<file path="config.mk">
export PLATFORM = sky130hd
export DESIGN_NAME = btb_predictor
export DESIGN_NICKNAME = d
export VERILOG_FILES = /design/src/rtl/btb_predictor.sv
export SDC_FILE = /design/constraint.sdc
export NUM_CORES = 1
export LEC_CHECK = 0
export ABC_CLOCK_PERIOD_IN_PS = 6300
export BUFFER_PORTS_ARGS = -buffer_cell sky130_fd_sc_hd__clkbuf_2
export CELL_PAD_IN_SITES_DETAIL_PLACEMENT = 2
export CELL_PAD_IN_SITES_GLOBAL_PLACEMENT = 2
export CORE_MARGIN = 2
export CORE_UTILIZATION = 45
export CTS_CLUSTER_DIAMETER = 200
export DETAILED_ROUTE_END_ITERATION = 16
export PLACE_DENSITY_LB_ADDON = 0.1
export SLEW_MARGIN = 0
export SYNTH_ARGS = -nofsm -noshare
export SYNTH_HDL_FRONTEND = slang
export SYNTH_SLANG_ARGS = --single-unit
</file>
<file path="constraint.sdc">
create_clock -name clk -period 6.3 [get_ports clk]
set_input_delay 0.63 -clock clk [delete_from_list [all_inputs] [get_ports clk]]
set_output_delay 0.63 -clock clk [all_outputs]
set_load 0.05 [all_outputs]
</file>
<file path="src/rtl/btb_predictor.sv">
// Fetch-stage branch predictor: direct-mapped BTB with 2-bit saturating counters.
// Lookup is combinational on F_PC; training from Execute lands at the next clock edge.
// Optional gshare direction (global history XOR index into a PHT) under `BTB_GSHARE_EN.
module btb_predictor #(
  parameter int ENTRIES = 16
) (
  input  logic        clk,
  input  logic        rst,
  input  logic [31:0] F_PC,
  output logic        F_prediction_made,
  output logic        F_predicted_taken,
  output logic [31:0] F_btb_PCtarget,
  input  logic        E_valid,
  input  logic [31:0] E_PC,
  input  logic        E_branch,
  input  logic        E_jal,
  input  logic        E_jalr,
  input  logic        E_taken,
  input  logic [31:0] E_PCTarget
);

  localparam int INDEX_BITS = $clog2(ENTRIES);
  localparam int TAG_BITS   = 30 - INDEX_BITS;

  logic                  valid_q  [ENTRIES];
  logic [TAG_BITS-1:0]   tag_q    [ENTRIES];
  logic [31:0]           target_q [ENTRIES];
  logic [1:0]            ctr_q    [ENTRIES];
  logic                  is_jal_q [ENTRIES];

  logic [INDEX_BITS-1:0] f_idx, e_idx;
  logic [TAG_BITS-1:0]   f_tag, e_tag;
  logic                  f_hit, e_hit;
  logic [1:0]            f_ctr;

  // Word-offset bits never participate in indexing or tagging.
  logic unused_pc_bits;
  assign unused_pc_bits = ^{F_PC[1:0], E_PC[1:0]};

  function automatic logic [1:0] sat_step(input logic [1:0] c, input logic up);
    if (up) return (c == 2'b11) ? 2'b11 : c + 2'd1;
    else    return (c == 2'b00) ? 2'b00 : c - 2'd1;
  endfunction

  assign f_idx = F_PC[INDEX_BITS+1:2];
  assign f_tag = F_PC[31:INDEX_BITS+2];
  assign e_idx = E_PC[INDEX_BITS+1:2];
  assign e_tag = E_PC[31:INDEX_BITS+2];
  assign f_hit = valid_q[f_idx] && (tag_q[f_idx] == f_tag);
  assign e_hit = valid_q[e_idx] && (tag_q[e_idx] == e_tag);

`ifdef BTB_GSHARE_EN
  logic [INDEX_BITS-1:0] ghr_q;
  logic [1:0]            pht_q [ENTRIES];
  logic [INDEX_BITS-1:0] e_pht_idx;
  logic [INDEX_BITS:0]   ghr_shift;

  assign f_ctr     = pht_q[f_idx ^ ghr_q];
  assign e_pht_idx = e_idx ^ ghr_q;
  assign ghr_shift = {ghr_q, E_taken};

  // Global history and pattern table train on every resolved conditional branch, hit or miss.
  always_ff @(posedge clk) begin
    if (rst) begin
      ghr_q <= '0;
      for (int i = 0; i < ENTRIES; i++) pht_q[i] <= 2'b01;
    end else if (E_valid && E_branch) begin
      pht_q[e_pht_idx] <= sat_step(pht_q[e_pht_idx], E_taken);
      ghr_q            <= ghr_shift[INDEX_BITS-1:0];
    end
  end
`else
  assign f_ctr = ctr_q[f_idx];
`endif

  // Lookup reflects state before any same-cycle update.
  assign F_prediction_made = f_hit;
  assign F_predicted_taken = f_hit && (f_ctr[1] || is_jal_q[f_idx]);
  assign F_btb_PCtarget    = f_hit ? target_q[f_idx] : 32'h0;

  // Control fields: valid, counter and JAL flag per entry; reset overrides any update.
  always_ff @(posedge clk) begin
    if (rst) begin
      for (int i = 0; i < ENTRIES; i++) begin
        valid_q[i]  <= 1'b0;
        ctr_q[i]    <= 2'b01;
        is_jal_q[i] <= 1'b0;
      end
    end else if (E_valid) begin
      if (E_jal) begin
        valid_q[e_idx]  <= 1'b1;
        ctr_q[e_idx]    <= 2'b11;
        is_jal_q[e_idx] <= 1'b1;
      end else if (E_branch) begin
        if (e_hit) begin
          ctr_q[e_idx]    <= sat_step(ctr_q[e_idx], E_taken);
          is_jal_q[e_idx] <= 1'b0;
        end else if (E_taken) begin
          valid_q[e_idx]  <= 1'b1;
          ctr_q[e_idx]    <= 2'b10;
          is_jal_q[e_idx] <= 1'b0;
        end
      end else if (E_jalr && e_hit) begin
        // JALR targets are data dependent; drop an aliasing entry rather than mispredict.
        valid_q[e_idx] <= 1'b0;
      end
    end
  end

  // Tag and target carry no reset value; written on JAL and on any taken branch.
  always_ff @(posedge clk) begin
    if (!rst && E_valid && (E_jal || (E_branch && E_taken))) begin
      tag_q[e_idx]    <= e_tag;
      target_q[e_idx] <= E_PCTarget;
    end
  end

endmodule

</file>
Word-level counts from Yosys, hierarchy flattened --
Memories as Yosys holds them, arrays and structs flattened. Cells that the tools add are included.
Storage, ports and cells: memories 5, output and inout bits 34, bits of input ports 103, bits in writable memories 992, word-level logic and storage cells 81, bits in registers 0
Memories:
- target_q | words 16, bits a word 32, read ports 1, clocked after memory_dff 0, wr ports 1, RTL line 27 | logic [31:0] target_q [ENTRIES];
- tag_q | words 16, bits a word 26, read ports 2, clocked after memory_dff 0, wr ports 1, RTL line 26 | logic [TAG_BITS-1:0] tag_q [ENTRIES];
- ctr_q | words 16, bits a word 2, read ports 2, clocked after memory_dff 0, wr ports 16, RTL line 28 | logic [1:0] ctr_q [ENTRIES];
- is_jal_q | words 16, bits a word 1, read ports 1, clocked after memory_dff 0, wr ports 16, RTL line 29 | logic is_jal_q [ENTRIES];
- valid_q | words 16, bits a word 1, read ports 2, clocked after memory_dff 0, wr ports 16, RTL line 25 | logic valid_q [ENTRIES];
Operators by class: add/sub/neg operators 2, bitwise gates (word level) 6, reductions and logical operators 14, equal/unequal tests 3, mux-type cells 51
Operators by type and width (number):
- $eq 26x26->1 | 2
- $mux 1 | 36
- $mux 32 | 1
- $mux 2 | 11
- $mux 4 | 3
- $logic_and 1x1->1 | 7
- $or 1x1->1 | 6
- $add 2x1->2 const B | 1
- $eq 2x2->1 const B | 1
- $logic_not 2->1 | 1
- $logic_or 1x1->1 | 2
- $reduce_or 1->1 | 2
- $reduce_or 2->1 | 1
- $sub 2x1->2 const B | 1
- $logic_not 1->1 | 1

Depth between registers and ports, before layout --
Gate-level depths: netlist of run 1. An unclocked memory read counts as a cell.
word-level depth 13, mapped depth 15, mapped depth without buffers 9

Worst setup path before layout of run 1 --
OpenSTA, ideal clock, no wires.
kind input-to-reg, start point input E_PC[5], end point memory tag_q[6][0] (netlist name) (enable), path slack 1.424 ns, data arrival time 4.402 ns, path buffers 5, data required time 5.826 ns, setup time 0.474 ns, stages 8, cell sequence buf_2 buf_4 buf_4 buf_2 clkbuf_1 nor2_1 nand2_1 nor2_1
RTL lines:
- start, declared | RTL line 14 | input logic [31:0] E_PC,
- end, declared | RTL line 26
No word-level cell before the write port.

Worst setup path after layout of run 1 --
start point input F_PC[2], end point output F_btb_PCtarget[24]
Between the ends: word-level cells in the longest chain between the ends 4, elaborated cells on any way between the ends 6, classes of those cells eq/ne (1); mux (1); reduce/logical (1); memory (3)
RTL lines:
- start, declared | RTL line 9 | input logic [31:0] F_PC,
- $mem_v2 16x26
- $eq 26x26->1 | RTL line 49 | assign f_hit = valid_q[f_idx] && (tag_q[f_idx] == f_tag);
- $logic_and 1x1->1 | RTL line 49
- $mux 32 * | RTL line 79 | assign F_btb_PCtarget = f_hit ? target_q[f_idx] : 32'h0;
- end, declared | RTL line 12 | output logic [31:0] F_btb_PCtarget,
Mark *: on every way between the ends. The rest lies on a longest branch, timed or not.

==> qor.csv, run 1 <==
stage,metric,value,unit
critical_path,crit_path_top_delay_cell,mux4_2,
outcome,outcome,"complete, no violations",
critical_path,cp_max_fo,43,
synth,syn_avg_cell_area,20.8,sq um
sta,timing.setup.tns,0,ns
critical_path,crit_arrival,4.65,ns
power,leakage,15.6,nW
global_routing,grt_pass1_wl,186,mm
synth,synth_seq_cells,992,
power,p_per_area,304,mW/mm^2
placed_design,hpwl,73.1,mm
finish,drive_gt1_share,33.1,%
global_routing,grt_max_degree,62,
sta,period_minus_slack,5.28,ns
global_routing,grt_pass1_vias,25000,
finish,final_core_util,51.7,%
synth,seq_area_frac_synth,69.5,%
synth,ys_warn_count,0,
global_routing,antenna_found_initial,6,
synth,synth_top_area_cell,edfxtp_1,
clock_network,numCtsBuffers,107,
synth,netlist_area,0.0429,sq mm
sta,slew_headroom,21.8,%
floorplanning,rows,113,
floorplanning,die_area,0.0977,sq mm
floorplanning,ioPinCount,137,
synth,synth_edf_count,992,
placed_design,gp_congestion,0.796,
min_path,min_path_type,in -> reg,
detailed_routing,first_pass_iters,5,
clock_network,clockBufferDepth,3,
floorplanning,die_y,313,microns
power,combinationalPowerShare,6.8,%
critical_path,timing_worst_setup_path_type,in -> out,
finish,area_delta_synth_final,14.2,%
clock_network,cts_tree,yes,
clock_network,clock_sinks,992,
placed_design,io_buffers,132,
detailed_routing,wire_per_inst,36.1,microns
synth,yosys_most_used_dff,edfxtp_1,
critical_path,critPathMaxStageDelay,0.58,ns
synth,yosys-top-cells-area,"edfxtp_1, mux4_2, mux2i_1",
power,clockPowerShare,43.6,%
clock_network,cts-resized-gates,0,
sta,finClkSkew,0.0293,ns
floorplanning,coreArea,0.0947,sq mm
sta,finalSetupViolCount,0,
sta,tightestPinTransition,1.17,ns
clock_network,h-tree-depth,3,
clock_network,clk_pin_slew,0.06,ns
power,p_seq_share,49.6,%
global_routing,grt_util_all_layers,26.9,%
sta,min_period_over_period,83.8,%
critical_path,start_kind,primary input,
detailed_routing,ant_nets,0,
sta,drv_slew,0,
detailed_routing,wl,130,mm
power,vdd.ir_drop.worst,0.000230,V
critical_path,cp-end-kind,output pin,
detailed_routing,viasPerCell,6.27,
synth,synth_fp_nets,2161,
power,p_int,11.6,mW
clock_network,hold_buffers,0,
power,switching_share,22.4,%
sta,finalHoldViolCount,0,
sta,fmax,0.189,GHz
sta,rsz0062_at_grt,no,
clock_network,postCtsSetupRepairBufs,0,
detailed_routing,vias,22500,
critical_path,cp_cell_sequence,"buf_8, buf_12, mux4_2, mux4_2, xnor2_1, nand4_1, nor2_1, nand4_1, buf_4, nor2b_1, clkbuf_2",
job,drv_cap,0,
clock_network,insertion_delay,0.71,ns
synth,syn_inst,2058,
detailed_routing,drt_iter0_markers,2240,
synth,ys_types,60,
detailed_routing,drcViolationCount,0,
clock_network,root_buffer,clkbuf_16,
synth,synth.top_cell.area_share,69.5,%
global_routing,grt_overflow,0,
synth,postSynth.asyncResetShare,0,%
finish,layout.nets,2341,
power,netSwitchingPower,3.33,mW
floorplanning,start_util,45.2,%
floorplanning,die_w,313,microns
critical_path,required,5.67,ns
==> worst max-delay path, delay by kind of cell <==
kind / cells / cell delay [ns]
xor+xnor: 1 / 0.34
buf+inv: 4 / 1.45
simple gates: 4 / 1.08
mux: 2 / 1.05
==> layout make-up <==
type / instances / area [sq um]
Fill cell: 8135 / 45800
Sequential cell: 992 / 29800
Multi-Input combinational cell: 924 / 12500
Clock buffer: 129 / 2800
Tap cell: 1265 / 1580
Timing Repair Buffer: 202 / 1440
Clock inverter: 68 / 781
Inverter: 11 / 41.3
Antenna cell: 3 / 7.51
==> Yosys cell counts, types with 14 or more instances <==
master and n:
a21oi_1 20, a22oi_1 14, buf_1 21, buf_2 28, buf_4 16, clkbuf_1 59
edfxtp_1 992, mux2i_1 95, mux4_2 379, nand2_1 36, nand3_1 15, nor2_1 130
nor2b_1 44, nor3_1 21, xnor2_1 35, xor2_1 22
==> cell usage in the layout (no fill, tap or decap), drive strengths merged, types with 4 or more instances in the layout <==
master,synthesis,routed
a2111oi,5,5
a211oi,5,5
a21oi,20,20
a221oi,7,7
a22o,5,5
a22oi,14,14
a31oi,4,4
and2,4,4
buf,72,77
bufinv,0,15
clkbuf,59,254
clkinv,0,49
edfxtp,992,992
inv,11,13
mux2,9,9
mux2i,95,95
mux4,388,388
nand2,36,36
nand2b,5,5
nand3,15,15
nand4,7,7
nor2,130,130
nor2b,44,44
nor3,21,21
nor4,6,6
o21ai,6,6
o22ai,6,6
o31ai,4,4
xnor2,35,35
xor2,22,22
==> path summary, 6_finish.rpt <==
path                   from                 end  slack [ns]  depth (start not counted)
max                 F_PC[2]  F_btb_PCtarget[24]        1.02                         11
min          E_PCTarget[19]     target_q[4][19]        0.32                          1
max reg2reg    tag_q[15][9]         valid_q[11]        1.96                          9
min reg2reg    ctr_q[12][0]         ctr_q[2][1]        1.51                          6
==> power groups by stage <==
stage / combinational, mW / sequential (mW) / clock [mW]
floorplan: 0.626 / 7.51 / 0
global placement: 0.986 / 7.52 / 0
detailed placement: 1.02 / 7.53 / 0
CTS: 1.03 / 7.39 / 6.62
global route: 1.08 / 7.39 / 6.82
finish: 1.01 / 7.39 / 6.50
==> flip-flops by register name, indices dropped and copies added (netlist names) <==
| name | cells |
|---|---|
| valid_q | 16 |
| target_q | 512 |
| ctr_q | 32 |
| is_jal_q | 16 |
| tag_q | 416 |
==> cells by family (layout without fill, tap and decap cells) <==
family	after synthesis	after routing	share of synthesized area, %
compound gates	97	97	1.77
xor+xnor	57	57	1.16
fa+ha+maj	1	1	0.0234
buf+inv	142	410	1.61
flops	992	992	69.5
mux	492	492	22.9
other cells	0	3	0
simple gates	277	277	3.00
==> metrics by stage <==
step	worst slack [ns]	instance area (sq um)	cells	hold slack, ns	total power [mW]
final	1.02	49000	3594	0.323	14.9
after global routing	0.899	48900	3593	0.353	15.3
after CTS	0.953	48900	3591	0.304	15.0
after detailed placement	0.918	45400	3394	1.07	8.54
after global placement	1.02	45400	3394	1.01	8.50
after floorplan	1.42	42900	2058	0.729	8.14
==> per-layer routing <==
metal / part of all wire [%] / vias up / global-route usage [%]
li1: - / 9100 / -
met1: 41 / 12500 / 35.9
met2: 51 / 768 / 45.8
met3: 4.8 / 214 / 3.99
met4: 3.1 / 6 / 8.79
met5: 0.032 / - / 0
Note: power is estimated with default switching activity, not from simulation.
==> inputs of run 2 (changes only) <==
--- a/config.mk
+++ b/config.mk
@@ -5,7 +5,7 @@
 export SDC_FILE = /design/constraint.sdc
 export NUM_CORES = 1
 export LEC_CHECK = 0
-export ABC_CLOCK_PERIOD_IN_PS = 6300
+export ABC_CLOCK_PERIOD_IN_PS = 4890
 export BUFFER_PORTS_ARGS = -buffer_cell sky130_fd_sc_hd__clkbuf_2
 export CELL_PAD_IN_SITES_DETAIL_PLACEMENT = 2
 export CELL_PAD_IN_SITES_GLOBAL_PLACEMENT = 2
==> constraint.sdc (replaced) <==
create_clock -name clk -period 4.89 [get_ports clk]
set_input_delay 0.489 -clock clk [delete_from_list [all_inputs] [get_ports clk]]
set_output_delay 0.489 -clock clk [all_outputs]
set_load 0.05 [all_outputs]
==> qor.csv, run 2 (same netlist as run 1, synthesis figures left out) <==
stage,metric,value,unit,change
placed_design,io_buffers,132,,unchanged
finish,top_regs,"target_q: 512 flops, tag_q: 416 flops, ctr_q: 32 flops",,
critical_path,start_kind,flip-flop,,
power,combinationalPowerShare,7.2,%,+0.4 points
floorplanning,rows,113,,unchanged
sta,min_period_over_period,96.6,%,
finish,multiInputGateArea,0.0125,sq mm,about the same
critical_path,r2r-start,tag_q[4][14],,
clock_network,root_buffer,clkbuf_16,,
sta,slew_headroom,26.7,%,+4.8 points
detailed_routing,drcViolationCount,0,,unchanged
clock_network,clockBufferDepth,3,,unchanged
global_routing,grt_util_all_layers,27.7,%,+0.74 points
global_routing,grt_max_degree,59,,-4.8%
detailed_routing,wire_per_inst,36.5,microns,+1.3%
placed_design,hpwl,79.2,mm,+8.4%
finish,drive_gt1_share,33.8,%,+0.71 points
critical_path,crit_buf_inv,2,,-2
finish,regArea,0.0298,sq mm,unchanged
critical_path,crit_family,simple AND/OR/NAND/NOR gates,,
clock_network,clock_sinks,992,,unchanged
power,vdd.ir_drop.worst,0.000359,V,+56%
detailed_routing,drt_iter0_markers,2153,,-3.9%
floorplanning,die_w,313,microns,unchanged
placed_design,dp.cells,3438,,+1.3%
floorplanning,die_y,313,microns,unchanged
critical_path,cp-end-kind,output pin,,
sta,fmax,0.212,GHz,
critical_path,worst-r2r-cell-count,10,,+1
outcome,outcome,"complete, no violations",,
clock_network,clk_pin_slew,0.06,ns,about the same
clock_network,insertion_delay,0.70,ns,about the same
finish,layout.nets,2385,,+1.9%
sta,finalHoldViolCount,0,,unchanged
floorplanning,die_area,0.0977,sq mm,unchanged
floorplanning,start_util,45.2,%,unchanged
finish,largest_reg_flops,512,,unchanged
critical_path,timing_worst_setup_path_type,reg -> out,,
critical_path,crit_path_top_delay_cell,mux4_2,,
detailed_routing,ant_nets,0,,unchanged
finish,area_delta_synth_final,16.1,%,
placed_design,gp_congestion,0.834,,+4.7%
sta,drv_slew,0,,unchanged
finish,final_common_cell,edfxtp_1,,
detailed_routing,wl,133,mm,+2.6%
detailed_routing,vias,23100,,+2.3%
power,p_seq_share,50.9,%,+1.3 points
min_path,hold_end,target_q[6][17],,
critical_path,required,4.40,ns,-1.27 ns
critical_path,reg2reg_slack,0.63,ns,-1.33 ns
floorplanning,ioPinCount,137,,unchanged
power,p_int,14.4,mW,+25%
sta,whs,0.184,ns,-0.139 ns
finish,final_cells,3641,,+1.3%
critical_path,critPathMaxStageDelay,0.50,ns,-0.08 ns
detailed_routing,first_pass_iters,5,,unchanged
finish,num-fill-cells,8067,,-0.84%
finish,layout_common_cells,"edfxtp_1, mux4_2, nor2_1",,
global_routing,grt_pass1_wl,192,mm,+3.0%
floorplanning,coreArea,0.0947,sq mm,unchanged
critical_path,cp_max_fo,18,,-58%
power,leakage,15.8,nW,+1.7%
job,drv_cap,0,,unchanged
sta,finalSetupViolCount,0,,unchanged
critical_path,crit_arrival,4.24,ns,-0.41 ns
global_routing,grt_overflow,0,,unchanged
clock_network,postCtsSetupRepairBufs,0,,unchanged
power,switching_share,22.9,%,+0.55 points
power,p_per_area,376,mW/mm^2,+24%
finish,final_core_util,52.5,%,+0.83 points
sta,timing.setup.tns,0,ns,unchanged
min_path,min_path_type,in -> reg,,
sta,period_minus_slack,4.73,ns,
critical_path,cp_cell_sequence,"mux4_2, mux4_2, xnor2_1, nand4_1, nor3_2, nand4_1, buf_4, nor2b_1, buf_12",,
min_path,hp-start,E_PCTarget[17],,
clock_network,h-tree-depth,3,,unchanged
clock_network,cts_tree,yes,,
power,netSwitchingPower,4.29,mW,+29%
sta,tightestPinTransition,1.10,ns,-0.0736 ns
sta,rsz0062_at_grt,no,,
clock_network,numCtsBuffers,107,,unchanged
finish,largest-register,target_q,,
global_routing,grt_pass1_vias,25300,,+0.98%
power,clockPowerShare,41.9,%,-1.7 points
critical_path,r2r_end,ctr_q[0][0],,
sta,finClkSkew,0.0345,ns,+0.00523 ns
min_path,whs_path_depth,1,,unchanged
global_routing,antenna_found_initial,8,,+2
detailed_routing,viasPerCell,6.33,,+0.97%
==> run 2: cell types whose count changed in the layout (fill, tap and decap cells not counted), sizes merged <==
| cell | delta |
|---|---|
| buf | +78 |
| clkbuf | -29 |
| bufinv | -9 |
| clkinv | +7 |
| clkinvlp | -1 |
| diode | +1 |
==> run 2: power groups by stage <==
stage	logic, mW	registers, mW	clock network [mW]
global route	1.43	9.53	8.27
CTS	1.36	9.52	8.00
global placement	1.30	9.68	0
finish	1.35	9.52	7.85
detailed placement	1.35	9.70	0
floorplan	0.806	9.68	0
==> run 2: metal layers <==
| layer | routed length [microns] | vias up | GRT usage [%] |
|---|---|---|---|
| li1 | - | 9199 | - |
| met1 | 54400 | 12800 | 37.3 |
| met2 | 68200 | 832 | 47.3 |
| met3 | 6840 | 216 | 4.15 |
| met4 | 3520 | 10 | 7.68 |
| met5 | 71 | - | 0 |
==> run 2: per-stage QoR <==
stage	area (sq um)	power, mW	worst slack (ns)
2_1_floorplan	42900	10.5	0.155
4_1_cts	49700	18.9	0.0955
3_3_place_gp	46400	11.0	-0.159
3_5_place_dp	46400	11.0	-0.205
6_report	49700	18.7	0.164
5_1_grt	49700	19.2	0.0358
==> run 2: worst register-to-register path, delay by kind of cell (launching register included) <==
kind	cells	cell delay (ns)
AOI/OAI and AO/OA	2	0.81
xor gates and xnor gates	1	0.47
buffers and inverters	1	0.20
DFF	1	0.43
muxes	2	0.77
and+or+nand+nor	4	1.27
==> run 2: final cells by class <==
class	instances	share of cell area, %
Antenna cell	4	0.0201
Sequential cell	992	59.9
Clock buffer	134	5.63
Tap cell	1265	3.18
Clock inverter	65	1.11
Multi-Input combinational cell	924	25.2
Timing Repair Buffer	246	4.90
Inverter	11	0.0830
==> run 2: what timing repair did <==
item,in CTS,in global routing
hold buffers,0,0
hold endpoints to repair,0,0
resized for setup,3,1
endpoints found under the setup margin,34,3
==> run 2: worst max-delay path by stage <==
stage | end | cells after the start | slack (ns) | from
2_1_floorplan | tag_q[6][0] | 8 | 0.15 | E_PC[5]
3_3_place_gp | F_btb_PCtarget[2] | 11 | -0.16 | F_PC[2]
3_5_place_dp | F_btb_PCtarget[5] | 11 | -0.20 | F_PC[2]
4_1_cts | F_btb_PCtarget[5] | 9 | 0.1 | tag_q[13][16]
5_1_grt | F_btb_PCtarget[9] | 11 | 0.04 | F_PC[2]
6_report | F_btb_PCtarget[9] | 9 | 0.16 | tag_q[15][16]
